==> src/rtl/inv_mix_columns_iter_if.sv <==
`default_nettype none
// ============================================================================
//  Module      : inv_mix_columns_iter_if
//  Description : Handshake bundle for the iterative (Inv)MixColumns block.
//                The input side carries in_valid, in_ready and state_in
//                (plus encrypt when INV_MC_FWD_EN is defined). The output
//                side carries out_valid, out_ready and state_out.
//                The master modport belongs to the producer/consumer
//                environment. The slave modport belongs to the transform block.
//  Revision    : 1.0  initial release
// ============================================================================
interface inv_mix_columns_iter_if;

  logic         in_valid;
  logic         in_ready;
  logic [127:0] state_in;
  logic         out_valid;
  logic         out_ready;
  logic [127:0] state_out;

`ifdef INV_MC_FWD_EN
  // 1 = forward MixColumns, 0 = InvMixColumns; sampled together with state_in
  logic         encrypt;

  modport master (
    output in_valid,
    output state_in,
    output encrypt,
    input  in_ready,
    input  out_valid,
    input  state_out,
    output out_ready
  );

  modport slave (
    input  in_valid,
    input  state_in,
    input  encrypt,
    output in_ready,
    output out_valid,
    output state_out,
    input  out_ready
  );
`else
  modport master (
    output in_valid,
    output state_in,
    input  in_ready,
    input  out_valid,
    input  state_out,
    output out_ready
  );

  modport slave (
    input  in_valid,
    input  state_in,
    output in_ready,
    output out_valid,
    output state_out,
    input  out_ready
  );
`endif

endinterface
`default_nettype wire

==> src/rtl/inv_mix_columns_iter.sv <==
`default_nettype none
// ============================================================================
//  Module      : inv_mix_columns_iter
//  Description : Iterative AES InvMixColumns for the decryption round. The
//                block captures a 128-bit state through a valid/ready
//                handshake. It transforms COLS_PER_CYCLE columns per clock in
//                GF(2^8) mod 0x11b. It then holds the result stable until the
//                consumer accepts it.
//
//  Parameters  : COLS_PER_CYCLE - columns per clock. Legal values are 1, 2
//                                 and 4. The latency is 4/COLS_PER_CYCLE
//                                 cycles from accept to out_valid.
//
//  Ports       : clk            - single clock, all state updates on posedge
//                rst_n          - synchronous active-low reset
//                bus (slave)    - in_valid / in_ready / state_in
//                                 out_valid / out_ready / state_out
//                                 encrypt (only with INV_MC_FWD_EN)
//
//  Config      : INV_MC_FWD_EN  - when defined, bus.encrypt selects the
//                                 direction. encrypt=1 applies forward
//                                 MixColumns. encrypt=0 applies the inverse.
//                                 Both directions share one engine and have
//                                 the same timing.
//
//  Byte layout : byte k = state[127-8k -: 8]. Column c = bytes 4c..4c+3.
//
//  Revision    : 1.0  initial release
// ============================================================================
module inv_mix_columns_iter #(
  parameter int COLS_PER_CYCLE = 1
) (
  input  wire logic            clk,
  input  wire logic            rst_n,
  inv_mix_columns_iter_if.slave bus
);

  // --------------------------------------------------------------------------
  // Parameter legality
  // --------------------------------------------------------------------------
  generate
    if (!(COLS_PER_CYCLE == 1 || COLS_PER_CYCLE == 2 || COLS_PER_CYCLE == 4)) begin : g_bad_cols
      $error("inv_mix_columns_iter: COLS_PER_CYCLE must be 1, 2 or 4");
    end
  endgenerate

  localparam logic [2:0] c_step     = 3'(COLS_PER_CYCLE);
  localparam logic [2:0] c_col_last = 3'd4;

  // --------------------------------------------------------------------------
  // GF(2^8) helpers
  // --------------------------------------------------------------------------
  function automatic logic [7:0] xtime(input logic [7:0] x);
    xtime = {x[6:0], 1'b0} ^ (x[7] ? 8'h1b : 8'h00);
  endfunction

  // The engine computes one column in either direction. The inverse matrix
  // (0e 0b 0d 09) factors into the forward matrix (02 03 01 01) times a
  // preconditioning matrix (05 00 04 00, rotating). So the inverse first
  // folds 04*(a0^a2) into the even rows and 04*(a1^a3) into the odd rows.
  // It then runs the same forward network, with all multiples built from
  // chained xtime.
  function automatic logic [31:0] mix_column(input logic [31:0] col,
                                             input logic        fwd);
    logic [7:0] a0, a1, a2, a3;
    logic [7:0] u, v, t;
    a0 = col[31:24];
    a1 = col[23:16];
    a2 = col[15:8];
    a3 = col[7:0];
    u  = xtime(xtime(a0 ^ a2));
    v  = xtime(xtime(a1 ^ a3));
    if (!fwd) begin
      a0 = a0 ^ u;
      a1 = a1 ^ v;
      a2 = a2 ^ u;
      a3 = a3 ^ v;
    end
    // b_r = 02*a_r ^ 03*a_{r+1} ^ a_{r+2} ^ a_{r+3}
    //     = a_r ^ (a0^a1^a2^a3) ^ xtime(a_r ^ a_{r+1})
    t = a0 ^ a1 ^ a2 ^ a3;
    mix_column = {a0 ^ t ^ xtime(a0 ^ a1),
                  a1 ^ t ^ xtime(a1 ^ a2),
                  a2 ^ t ^ xtime(a2 ^ a3),
                  a3 ^ t ^ xtime(a3 ^ a0)};
  endfunction

  // --------------------------------------------------------------------------
  // State
  // --------------------------------------------------------------------------
  typedef enum logic [1:0] {
    S_IDLE = 2'd0,
    S_BUSY = 2'd1,
    S_DONE = 2'd2
  } fsm_t;

  fsm_t         r_fsm;
  logic [2:0]   r_col;        // index of the next column group (0..4)
  logic [127:0] r_data;       // working state; also the registered result
  logic         r_out_valid;
  logic         r_enc;        // direction latched with the state

  logic         w_in_ready;
  logic         w_enc_in;
  logic [2:0]   w_col_nxt;
  logic [127:0] w_next;

`ifdef INV_MC_FWD_EN
  assign w_enc_in = bus.encrypt;
`else
  assign w_enc_in = 1'b0;
`endif

  // The only combinational path through the block runs from out_ready to
  // in_ready. It lets a finished result leave in the same cycle that a new
  // input is accepted.
  assign w_in_ready    = (r_fsm == S_IDLE) || ((r_fsm == S_DONE) && bus.out_ready);
  assign bus.in_ready  = w_in_ready;
  assign bus.out_valid = r_out_valid;
  assign bus.state_out = r_data;

  assign w_col_nxt = r_col + c_step;

  // --------------------------------------------------------------------------
  // Column engines. Each engine processes one column of the current group.
  // --------------------------------------------------------------------------
  logic [31:0] w_cols    [4];
  logic [1:0]  w_eng_idx [COLS_PER_CYCLE];
  logic [31:0] w_eng_out [COLS_PER_CYCLE];

  generate
    for (genvar c = 0; c < 4; c++) begin : g_col_split
      assign w_cols[c] = r_data[127-32*c -: 32];
    end

    for (genvar g = 0; g < COLS_PER_CYCLE; g++) begin : g_engine
      // The group start is always a multiple of COLS_PER_CYCLE. So this
      // index never wraps inside a group.
      assign w_eng_idx[g] = r_col[1:0] + 2'(g);
      assign w_eng_out[g] = mix_column(w_cols[w_eng_idx[g]], r_enc);
    end
  endgenerate

  // The processed columns are written back in place. All other columns keep
  // their current value.
  always_comb begin
    w_next = r_data;
    for (int c = 0; c < 4; c++) begin
      for (int g = 0; g < COLS_PER_CYCLE; g++) begin
        if (w_eng_idx[g] == 2'(c)) begin
          w_next[127-32*c -: 32] = w_eng_out[g];
        end
      end
    end
  end

  // --------------------------------------------------------------------------
  // Control FSM and datapath registers
  // --------------------------------------------------------------------------
  always_ff @(posedge clk) begin
    if (!rst_n) begin
      r_fsm       <= S_IDLE;
      r_col       <= 3'd0;
      r_data      <= 128'h0;
      r_out_valid <= 1'b0;
      r_enc       <= 1'b0;
    end else begin
      case (r_fsm)
        S_IDLE: begin
          if (bus.in_valid) begin
            r_data <= bus.state_in;
            r_enc  <= w_enc_in;
            r_col  <= 3'd0;
            r_fsm  <= S_BUSY;
          end
        end

        S_BUSY: begin
          r_data <= w_next;
          r_col  <= w_col_nxt;
          if (w_col_nxt == c_col_last) begin
            r_fsm       <= S_DONE;
            r_out_valid <= 1'b1;
          end
        end

        S_DONE: begin
          // The result stays put until the consumer takes it.
          if (bus.out_ready) begin
            r_out_valid <= 1'b0;
            if (bus.in_valid) begin
              r_data <= bus.state_in;
              r_enc  <= w_enc_in;
              r_col  <= 3'd0;
              r_fsm  <= S_BUSY;
            end else begin
              r_fsm  <= S_IDLE;
            end
          end
        end

        default: begin
          r_fsm       <= S_IDLE;
          r_col       <= 3'd0;
          r_out_valid <= 1'b0;
        end
      endcase
    end
  end

endmodule
`default_nettype wire

==> src/flat_wrapper.sv <==
// flat-port wrapper written by rule: the top's interface ports become plain ports
module inv_mix_columns_iter_flat 
#(
  parameter int COLS_PER_CYCLE = 1
)
  (clk, rst_n, bus_in_valid, bus_state_in, bus_in_ready, bus_out_valid, bus_state_out, bus_out_ready);
  inv_mix_columns_iter_if bus_i ();
  input  wire logic clk;
  input  wire logic rst_n;
  input wire logic [$bits(bus_i.in_valid)-1:0] bus_in_valid;
  input wire logic [$bits(bus_i.state_in)-1:0] bus_state_in;
  output wire logic [$bits(bus_i.in_ready)-1:0] bus_in_ready;
  output wire logic [$bits(bus_i.out_valid)-1:0] bus_out_valid;
  output wire logic [$bits(bus_i.state_out)-1:0] bus_state_out;
  input wire logic [$bits(bus_i.out_ready)-1:0] bus_out_ready;
  assign bus_i.in_valid = bus_in_valid;
  assign bus_i.state_in = bus_state_in;
  assign bus_in_ready = bus_i.in_ready;
  assign bus_out_valid = bus_i.out_valid;
  assign bus_state_out = bus_i.state_out;
  assign bus_i.out_ready = bus_out_ready;
  inv_mix_columns_iter #(.COLS_PER_CYCLE(COLS_PER_CYCLE)) u_core (.clk(clk), .rst_n(rst_n), .bus(bus_i));
endmodule
==> config.mk <==
export PLATFORM = sky130hd
export DESIGN_NAME = inv_mix_columns_iter_flat
export DESIGN_NICKNAME = d
export VERILOG_FILES = /design/src/rtl/inv_mix_columns_iter_if.sv /design/src/rtl/inv_mix_columns_iter.sv /design/src/flat_wrapper.sv
export SDC_FILE = /design/constraint.sdc
export NUM_CORES = 1
export LEC_CHECK = 0
export ABC_AREA = 1
export BUFFER_PORTS_ARGS = -buffer_cell sky130_fd_sc_hd__buf_4
export CORE_UTILIZATION = 28
export CTS_CLUSTER_DIAMETER = 150
export DETAILED_ROUTE_END_ITERATION = 7
export SYNTH_ARGS = -nofsm -noshare
export SYNTH_HDL_FRONTEND = slang
export SYNTH_SLANG_ARGS = --single-unit
==> constraint.sdc <==
create_clock -name clk -period 3.63 [get_ports clk]
set_clock_uncertainty 0.05 [all_clocks]
set_input_delay 0.5445 -clock clk [delete_from_list [all_inputs] [get_ports clk]]
set_output_delay 0.5445 -clock clk [all_outputs]
set_load 0.02 [all_outputs]
==> results.md, run 1 <==
- For the pin with the worst max-slew slack, the measured transition is around 890 ps.
- The violation count after the first detailed-routing iteration is between 800 and 900.
- The tool flagged a number of max-cap violations equal to 0.
- After clock tree synthesis, the clock-pin slew on the worst setup and hold paths is approximately 70 ps.
- The area added between synthesis and finish is 28.19%.
- Setup repair after global routing left no endpoint under its margin.
- Of the cells placed in the final design, the portion with a size suffix greater than 1 is between 20% and 30%.
- By startpoint and endpoint, the worst setup path is classified as reg2reg.
- Summed over all layers, the global routing overflow is 0.
- The clock buffer count from CTS is 17.
- At the end of the flow, the number of nets in the layout was between 1,500 and 2,000.
- Once the floorplan was initialized, standard cells occupied 28.50% of the core.
- Averaged over all synthesized cells, the footprint is 6.375 µm².
- The average wire per standard cell is ~19 µm.
- Counting every sink on the clock net gives ~130.
- The maximum number of pins on one net before global-route repair is a little over 90.
- Headroom to the max-slew limit came out at around 40%.
- The longest clock path from root to sink contains 2 buffers.
- The die area is around 36,000 µm².
- The floorplan has between 60 and 70 rows.
- The worst path uses between 80% and 90% of the clock period.
- In this run, post-CTS repair resized a total of 0 instances.
- For this run, the number of Yosys warnings is 0.
- The final route contains between 10,000 and 15,000 vias.
- The first-pass iteration count of the detailed router is 7.
- The weighted congestion at the end of routability-driven global placement is just over 0.9.
- The run finished with clean final reports.
- The maximum level of the CTS H-tree is 4.
- The number of setup buffers added after CTS is 0.
- The number of filler instances in the final layout is around 3,700.
- Per report_power, the clock group accounts for a little under a fifth of the total.
- The net switching power is roughly 4700 µW.
- The number of pins with negative max-slew slack in the final report is 0.
- The post-place instance area is between 10,000 and 15,000 µm².
- The path type of the worst min-delay path is in2reg.
- The number of unique standard cell types used by synthesis is 40.
- The maximum ir drop on the vdd rail is just under 0.0003 V.
- The data arrival time at the worst-slack endpoint is approximately 3300 ps.
- The sort of element at the end of the critical path is a flop.
- The fraction of the yosys area taken by sequential cells is ~27%.
- The cell sitting at the root of the clock tree is a sky130_fd_sc_hd__clkbuf_16.
- Sorting the synthesized cells by area gives the leading types as sky130_fd_sc_hd__dfxtp_1 27%, sky130_fd_sc_hd__nand2_1 20%, sky130_fd_sc_hd__a21oi_1 14%, sky130_fd_sc_hd__nand3_1 7.7%, sky130_fd_sc_hd__o21ai_0 6.7%.
- The synthesized net count is 1,685.
- Port buffering added 261 buffers.
- The die span in y is about 190 µm.
- The mean number of vias per cell is approximately 5.2.
- The required time at the endpoint of the critical path is 3880 ps.
- Of the post-synthesis cell area, the dominant cell type holds between 20% and 30%.
- The core utilization of the finished layout is 36.53%.
- The global-route total usage across every layer is 22.99%.
- The die is about 190 µm wide.
- The clock period minus worst slack is between 3000 and 4000 ps.
- The analysis attributes to cell leakage a power of 0.006060 µW.
- After detailed routing, the number of remaining DRC violations is 0.
- The internal cell power is 4469 µW.
- The sequential share of power is 20.8%.
- At the later pin of the worst-skew pair, clock insertion delay measures 420 ps.
- The floorplan step defined a core boundary enclosing 34,630 µm².
- Net switching is 51.40% of the power.
- The total of hold buffers inserted after clock tree synthesis is 0.
- The number of antenna violations at the first check in global routing came to 0.
- For the final routed database, the setup TNS stands at 0 ps.
- The CTS tree is yes.
- Excluding fillers, the count of instances in the completed layout stands at between 2,000 and 2,500.
- Along the worst path, the maximum fanout reaches 45.
- The cell accounting for the most synthesized area is sky130_fd_sc_hd__dfxtp_1.
- The first global-routing pass estimated ~64 mm of wire.
- The number of global-route vias before repair was ~11,000.
- Setup violations remaining at the end of the flow were counted as 0.
- The total routed wirelength is 42.22 mm.
- For this design the ratio of total power to cell area is between 700 and 800 nW/µm².
- The number of hold-slack violations in the final timing report is 0.
- Detailed placement finished with a half-perimeter wire length of 31.70 mm.
- Synthesis produced approximately 1,500 cells.
- The mapped netlist covers between 9000 and 10,000 µm².
- The hold slack is about 350 ps.
- After detailed placement, the design holds a cell count of roughly 2,200.
- The count of state elements after synthesis is 134.
- For this design the top-level I/O count stands at 262.
- The share of total power dissipated in combinational logic is about three fifths.
- The worst setup path is launched from a flop.
- The post-route standard cell area excluding fillers is 12,650 µm².
- The upper clock frequency limit is 0.3300 GHz.
- The count of nets left with antenna violations once routing finished came out at 0.
-- routing by layer --
| layer | track usage (%) | wire length, µm | share of wire [%] |
|---|---|---|---|
| met1 | 31.69 | 18980 | 45 |
| met2 | 36.55 | 19300 | 46 |
| met3 | 3.726 | 3011 | 7.1 |
| met4 | 6.917 | 926 | 2.2 |
| met5 | 0 | 0 | 0 |
-- flip-flops by register name, indices dropped and copies added (netlist names) --
name and count:
u_core.bus.state_out 128, u_core.r_fsm 2, u_core.bus.out_valid 1, u_core.r_col 3
-- cells by family after synthesis --
| family | count (synthesis) | share of synthesized area [%] |
|---|---|---|
| AOI/OAI and AO/OA | 415 | 21.48 |
| xor gates and xnor gates | 50 | 6.340 |
| adders and majority gates | 5 | 0.6340 |
| buffers and inverters | 150 | 7.823 |
| DFF | 134 | 27.18 |
| and+or+nand+nor | 794 | 36.54 |
-- cell type report --
type                    count  area (µm²)  area share, %
multi-input cells        1264        6464          51.10
well taps                 455       569.3          4.501
flip-flops and latches    134        2685          21.23
diodes                      1       2.502        0.01978
clock buffers              20       456.7          3.610
repair buffers            281        2122          16.78
inverters                  69       269.0          2.127
clock inverters             9       81.33         0.6429
-- critical path, stage by stage, from the launching register on --
cell and delay, ps:
sky130_fd_sc_hd__dfxtp_2 390, sky130_fd_sc_hd__buf_4 450, sky130_fd_sc_hd__nand2_1 140, sky130_fd_sc_hd__nand2_1 100
sky130_fd_sc_hd__nand2_1 50, sky130_fd_sc_hd__nand2_1 150, sky130_fd_sc_hd__nand2_1 80, sky130_fd_sc_hd__nand2_1 200
sky130_fd_sc_hd__nand2_2 120, sky130_fd_sc_hd__nand2_4 150, sky130_fd_sc_hd__nand2_2 100, sky130_fd_sc_hd__nand3_1 90
sky130_fd_sc_hd__nand2_2 110, sky130_fd_sc_hd__nand2_1 120, sky130_fd_sc_hd__nand2_1 140, sky130_fd_sc_hd__nand3b_1 190
sky130_fd_sc_hd__nand3_1 190, sky130_fd_sc_hd__a21oi_1 100
-- placed cells by master (no fill, tap or decap), types with 2 or more instances in the layout --
master,instances
sky130_fd_sc_hd__nand4_1,3
sky130_fd_sc_hd__nor2_1,8
sky130_fd_sc_hd__clkinvlp_4,3
sky130_fd_sc_hd__a21o_1,5
sky130_fd_sc_hd__dfxtp_2,2
sky130_fd_sc_hd__a21oi_4,4
sky130_fd_sc_hd__nand2_1,527
sky130_fd_sc_hd__xor2_1,23
sky130_fd_sc_hd__inv_1,56
sky130_fd_sc_hd__o21ai_1,4
sky130_fd_sc_hd__or2_2,2
sky130_fd_sc_hd__nand2_2,62
sky130_fd_sc_hd__nand3_2,17
sky130_fd_sc_hd__o21ai_0,132
sky130_fd_sc_hd__a21oi_2,5
sky130_fd_sc_hd__clkbuf_16,17
sky130_fd_sc_hd__dfxtp_1,132
sky130_fd_sc_hd__buf_4,280
sky130_fd_sc_hd__xor2_2,9
sky130_fd_sc_hd__clkbuf_8,2
sky130_fd_sc_hd__xor2_4,6
sky130_fd_sc_hd__nand3b_1,3
sky130_fd_sc_hd__ha_1,5
sky130_fd_sc_hd__nand3_1,151
sky130_fd_sc_hd__xnor2_1,11
sky130_fd_sc_hd__clkinv_2,4
sky130_fd_sc_hd__inv_2,11
sky130_fd_sc_hd__a21oi_1,263
sky130_fd_sc_hd__nand2_4,15
-- cell usage after synthesis (all sizes together) --
cell           n
or2            3
nand3        169
dfxtp        134
nand4          3
nand2b         1
xnor2         12
nand3b         3
nor3           1
a21oi        272
ha             5
dlygate4sd1    2
a221oi         1
clkbuf        44
inv           69
xor2          38
nor2           9
nand2        605
o21ai        136
a21o           5
o31ai          1
buf           29
dlygate4sd3    6
-- final timing paths --
check | from | end | slack (ps) | depth (start not counted)
worst max-delay path | u_core.r_col[0] | u_core.bus.state_out[45] | 600 | 17
worst min-delay path | bus_state_in[84] | u_core.bus.state_out[84] | 350 | 3
worst max register to register | u_core.r_col[0] | u_core.bus.state_out[45] | 600 | 17
worst min register to register | u_core.r_col[2] | u_core.r_col[2] | 420 | 2
-- power groups by stage --
| stage | clock (µW) | sequential [µW] | combinational [µW] |
|---|---|---|---|
| 6_report | 1670 | 1910 | 5620 |
| 5_1_grt | 1740 | 1930 | 6160 |
| 4_1_cts | 1680 | 1910 | 5560 |
| 3_5_place_dp | 0 | 1940 | 5530 |
| 3_3_place_gp | 0 | 1940 | 5460 |
| 2_1_floorplan | 0 | 2100 | 3710 |
-- through the flow --
| step | power (µW) | setup WS, ps |
|---|---|---|
| floorplan | 5808 | 1244 |
| global placement | 7403 | 692.1 |
| detailed placement | 7469 | 666.2 |
| CTS | 9154 | 661.5 |
| global route | 9831 | 297.4 |
| finish | 9196 | 600.0 |
Note: power is estimated with default switching activity, not from simulation.
==> run 2: changes to the inputs <==
ABC_AREA = 0   (was 1)
clock period = 3.2 ns   (was 3.63 ns; I/O delays follow)
==> results.md, run 2 <==
- The die area was 30,270 µm² (-16%).
- The mean instance size in the synthesized netlist is 9.755 µm² (+53%).
- The clock buffer count from CTS is 17 (unchanged).
- The reported max-cap violation count is 0 (unchanged).
- The count of unresolved DRC violations after routing came to 0 (unchanged).
- The number of global-route vias before repair was 7,698 (-30%).
- By count the netlist is led by 165 x sky130_fd_sc_hd__nand2_1, 134 x sky130_fd_sc_hd__dfxtp_1, 114 x sky130_fd_sc_hd__o21ai_0.
- The mean number of vias per cell is 5.065 (-2.3%).
- The fraction of the yosys area taken by sequential cells is 32.39% (+5.2 points).
- The cell at the root of the clock tree is sky130_fd_sc_hd__clkbuf_16.
- The multi-input gate area in the final layout is 5499 µm² (-15%).
- TritonCTS built the clock tree.
- The violation count after the first detailed-routing iteration is 588 (-30%).
- The number of antenna repair diodes was 0 (-1).
- The fraction of synthesis flops using an asynchronous set or reset pin is 0% (unchanged).
- The count of nets after finishing is 1,284 (-33%).
- The first-pass iteration count of the detailed router is 5 (-2).
- The total of hold buffers inserted after clock tree synthesis was 0 (unchanged).
- The clock period minus worst slack is 3164 ps (+134.1 ps).
- The data arrival time at the worst-slack endpoint is 3460 ps (+180 ps).
- The synthesized net count was 986 (-41%).
- The cell accounting for the most synthesized area is sky130_fd_sc_hd__dfxtp_1.
- The startpoint type of the worst setup path is a flop.
- The number of buffers inserted by port buffering is 261 (unchanged).
- The count of nets left with antenna violations after detail routing is 0 (unchanged).
- The summed instance area of the synthesized netlist is 8282 µm² (-16%).
- The number of clock sinks is 134 (unchanged).
- The number of warnings reported in the yosys synthesis log came to 0 (unchanged).
- The width of the die came to 174.0 µm (-8.3%).
- The most common cell in the netlist is sky130_fd_sc_hd__nand2_1.
- The number of flip-flops under the largest register name was 128 (unchanged).
- The final count of negative-setup-slack endpoints was 0 (unchanged).
- The clock transition at the registers of the reported paths is 60 ps (about the same).
- The flow ran to the end, and the final reports show no timing, DRC or antenna violations.
- The most frequent standard cell in the layout excluding fill and tap cells is sky130_fd_sc_hd__buf_4.
- Setup repair after global routing could not meet its margin everywhere.
- The number of filler instances in the final layout came to 2,801 (-24%).
- The slew at the pin with the worst max-slew slack came to 981.1 ps (+95.88 ps).
- The global-route total usage across every layer is 20.49% (-2.5 points).
- The instance count of the mapped netlist came to 849 (-45%).
- The post-layout worst setup margin was 35.90 ps (-564.1 ps).
- The number of placement rows is 62 (-8.8%).
- After synthesis, the cell types taking the most area are sky130_fd_sc_hd__dfxtp_1 32%, sky130_fd_sc_hd__xnor3_1 10%, sky130_fd_sc_hd__mux4_2 7.9%, sky130_fd_sc_hd__a31oi_1 7.6%, sky130_fd_sc_hd__nand2_1 7.5%.
- The overall overflow remaining after global route is 0 (unchanged).
- The count of state elements after synthesis came to 134 (unchanged).
- The number of placed I/O pins is 262 (unchanged).
- The flip-flop cell with the highest count after synthesis is sky130_fd_sc_hd__dfxtp_1.
- The share of the synthesized area in the top cell type was 32.39% (+5.2 points).
- The count of vias placed by the detailed router is 7,811 (-33%).
- The area added between synthesis and finish is 45.34%.
- The number of unique standard cell types used by synthesis is 35 (-13%).
- The max-slew headroom at the worst pin was 34.35% (-6.6 points).
- The number of synthesized flops with an enable pin is 0 (unchanged).
- The sort of element at the end of the critical path is a flop.
- Leaving out fill and tap cells, the most frequent cells in the layout are 335 x sky130_fd_sc_hd__buf_4, 155 x sky130_fd_sc_hd__nand2_1, 132 x sky130_fd_sc_hd__dfxtp_1.
- The worst-case setup slack after placement is -15.92 ps (-682.1 ps).
- The number of pins with negative max-slew slack in the final report was 0 (unchanged).
- The required time at the endpoint of the critical path was 3500 ps (-380 ps).
- The area taken by flip-flops and latches was 2690 µm² (+0.19%).
- The weighted congestion at the end of routability-driven global placement is 0.8832 (-5.2%).
- The detailed placer's ending HPWL is 23.92 mm (-25%).
- The upper clock frequency limit is 0.3160 GHz (-4.2%).
- The type of the setup path with the least slack is reg2reg.
- The fraction of the cycle the final worst path needs is 98.88% (+15 points).
- The clock latency of the later-clocked register in the worst-skew pair was 430 ps (about the same).
- The critical-path maximum fanout came to 7 (-84%).
- The average wire per standard cell is 20.48 µm (+8.3%).
- The deepest clock path buffer count is 2 (unchanged).
- The total core area is 28,940 µm² (-16%).
- The maximum level of the CTS H-tree is 4 (unchanged).
- The die span in y is 174.0 µm (-8.3%).
- The number of hold-slack violations in the final timing report was 0 (unchanged).
- The total routed wirelength is 31.58 mm (-25%).
- The number of antenna violations at the first check in global routing is 0 (unchanged).
- The initial core utilization is 28.62% (+0.12 points).
- The fraction of final layout cells sized beyond drive strength 1 is 41.88% (+17 points).
- The maximum number of pins on one net before global-route repair was 82 (-12%).
- The global-route wire length before repair is 46.91 mm (-26%).
- In this run the worst hold path is classified as in2reg.
[run 2: changes by cell type in the layout (fill, tap and decap cells not counted), moves of 17 or more]
| cell | change |
|---|---|
| sky130_fd_sc_hd__nand2_1 | -372 |
| sky130_fd_sc_hd__a21oi_1 | -235 |
| sky130_fd_sc_hd__nand3_1 | -151 |
| sky130_fd_sc_hd__a31oi_1 | +100 |
| sky130_fd_sc_hd__buf_4 | +55 |
| sky130_fd_sc_hd__inv_1 | -52 |
| sky130_fd_sc_hd__nand2_2 | -52 |
| sky130_fd_sc_hd__xnor2_1 | +40 |
| sky130_fd_sc_hd__mux4_2 | +29 |
| sky130_fd_sc_hd__xnor3_1 | +29 |
| sky130_fd_sc_hd__o21ai_0 | -22 |
| sky130_fd_sc_hd__nand3_2 | -17 |
[run 2: metrics by stage]
step	instance area [µm²]	util, %	instances	hold slack (ps)	setup TNS [ps]
detailed placement	11060	38.23	1490	423.9	-19.26
global placement	11060	38.23	1490	418.4	0
CTS	11750	40.59	1529	253.5	0
floorplan	8282	-	849	426.2	0
global route	12040	41.60	1542	256.9	-272.8
finish	12040	41.60	1542	266.5	0
[run 2: cells by family after synthesis]
family,share of synthesized area [%]
DFF,32.39
and+or+nand+nor,8.914
AOI/OAI and AO/OA,18.95
muxes,8.838
adders and majority gates,0.7554
xor gates and xnor gates,26.09
buffers and inverters,4.064
[run 2: area by class of cell]
type / instances / share of cell area, %
multi-input cells: 640 / 45.69
repair buffers: 350 / 22.88
flip-flops and latches: 134 / 22.35
well taps: 384 / 3.992
clock buffers: 22 / 3.940
clock inverters: 8 / 1.029
inverters: 4 / 0.1247
[run 2: metal layers]
metal / GRT usage (%) / vias to the layer above / part of all wire (%)
met5: 0 / - / 0
met4: 7.237 / 0 / 2.7
met3: 4.243 / 43 / 6.2
met2: 34.80 / 332 / 50
met1: 25.61 / 3772 / 42
li1: - / 3664 / -
[run 2: worst max-delay path: stages (launching register included)]
cell and delay, ps:
sky130_fd_sc_hd__dfxtp_4 380, sky130_fd_sc_hd__buf_4 120, sky130_fd_sc_hd__buf_12 120, sky130_fd_sc_hd__mux4_2 550, sky130_fd_sc_hd__buf_6 170, sky130_fd_sc_hd__xnor2_4 250
sky130_fd_sc_hd__buf_4 170, sky130_fd_sc_hd__xnor3_1 240, sky130_fd_sc_hd__xnor3_1 400, sky130_fd_sc_hd__buf_4 160, sky130_fd_sc_hd__xnor2_2 170, sky130_fd_sc_hd__nand2_2 110
sky130_fd_sc_hd__a31oi_1 180
[run 2: what timing repair did]
item	CTS	global route
resized for setup	5	45
setup buffers	9	13
endpoints found under the setup margin	7	68
hold endpoints to repair	0	0
pin swaps	6	25
[run 2: final timing paths]
check | from | to | slack, ps | cells past startpoint
max | u_core.r_col[1] | u_core.bus.state_out[117] | 40 | 12
min | bus_state_in[44] | u_core.bus.state_out[44] | 270 | 3
max reg2reg | u_core.r_col[1] | u_core.bus.state_out[117] | 40 | 12
min reg2reg | u_core.bus.out_valid | u_core.bus.out_valid | 430 | 2
Power of run 2 is not shown: default switching activity piles up to over one toggle a cycle in this logic, so the estimate is an artifact.
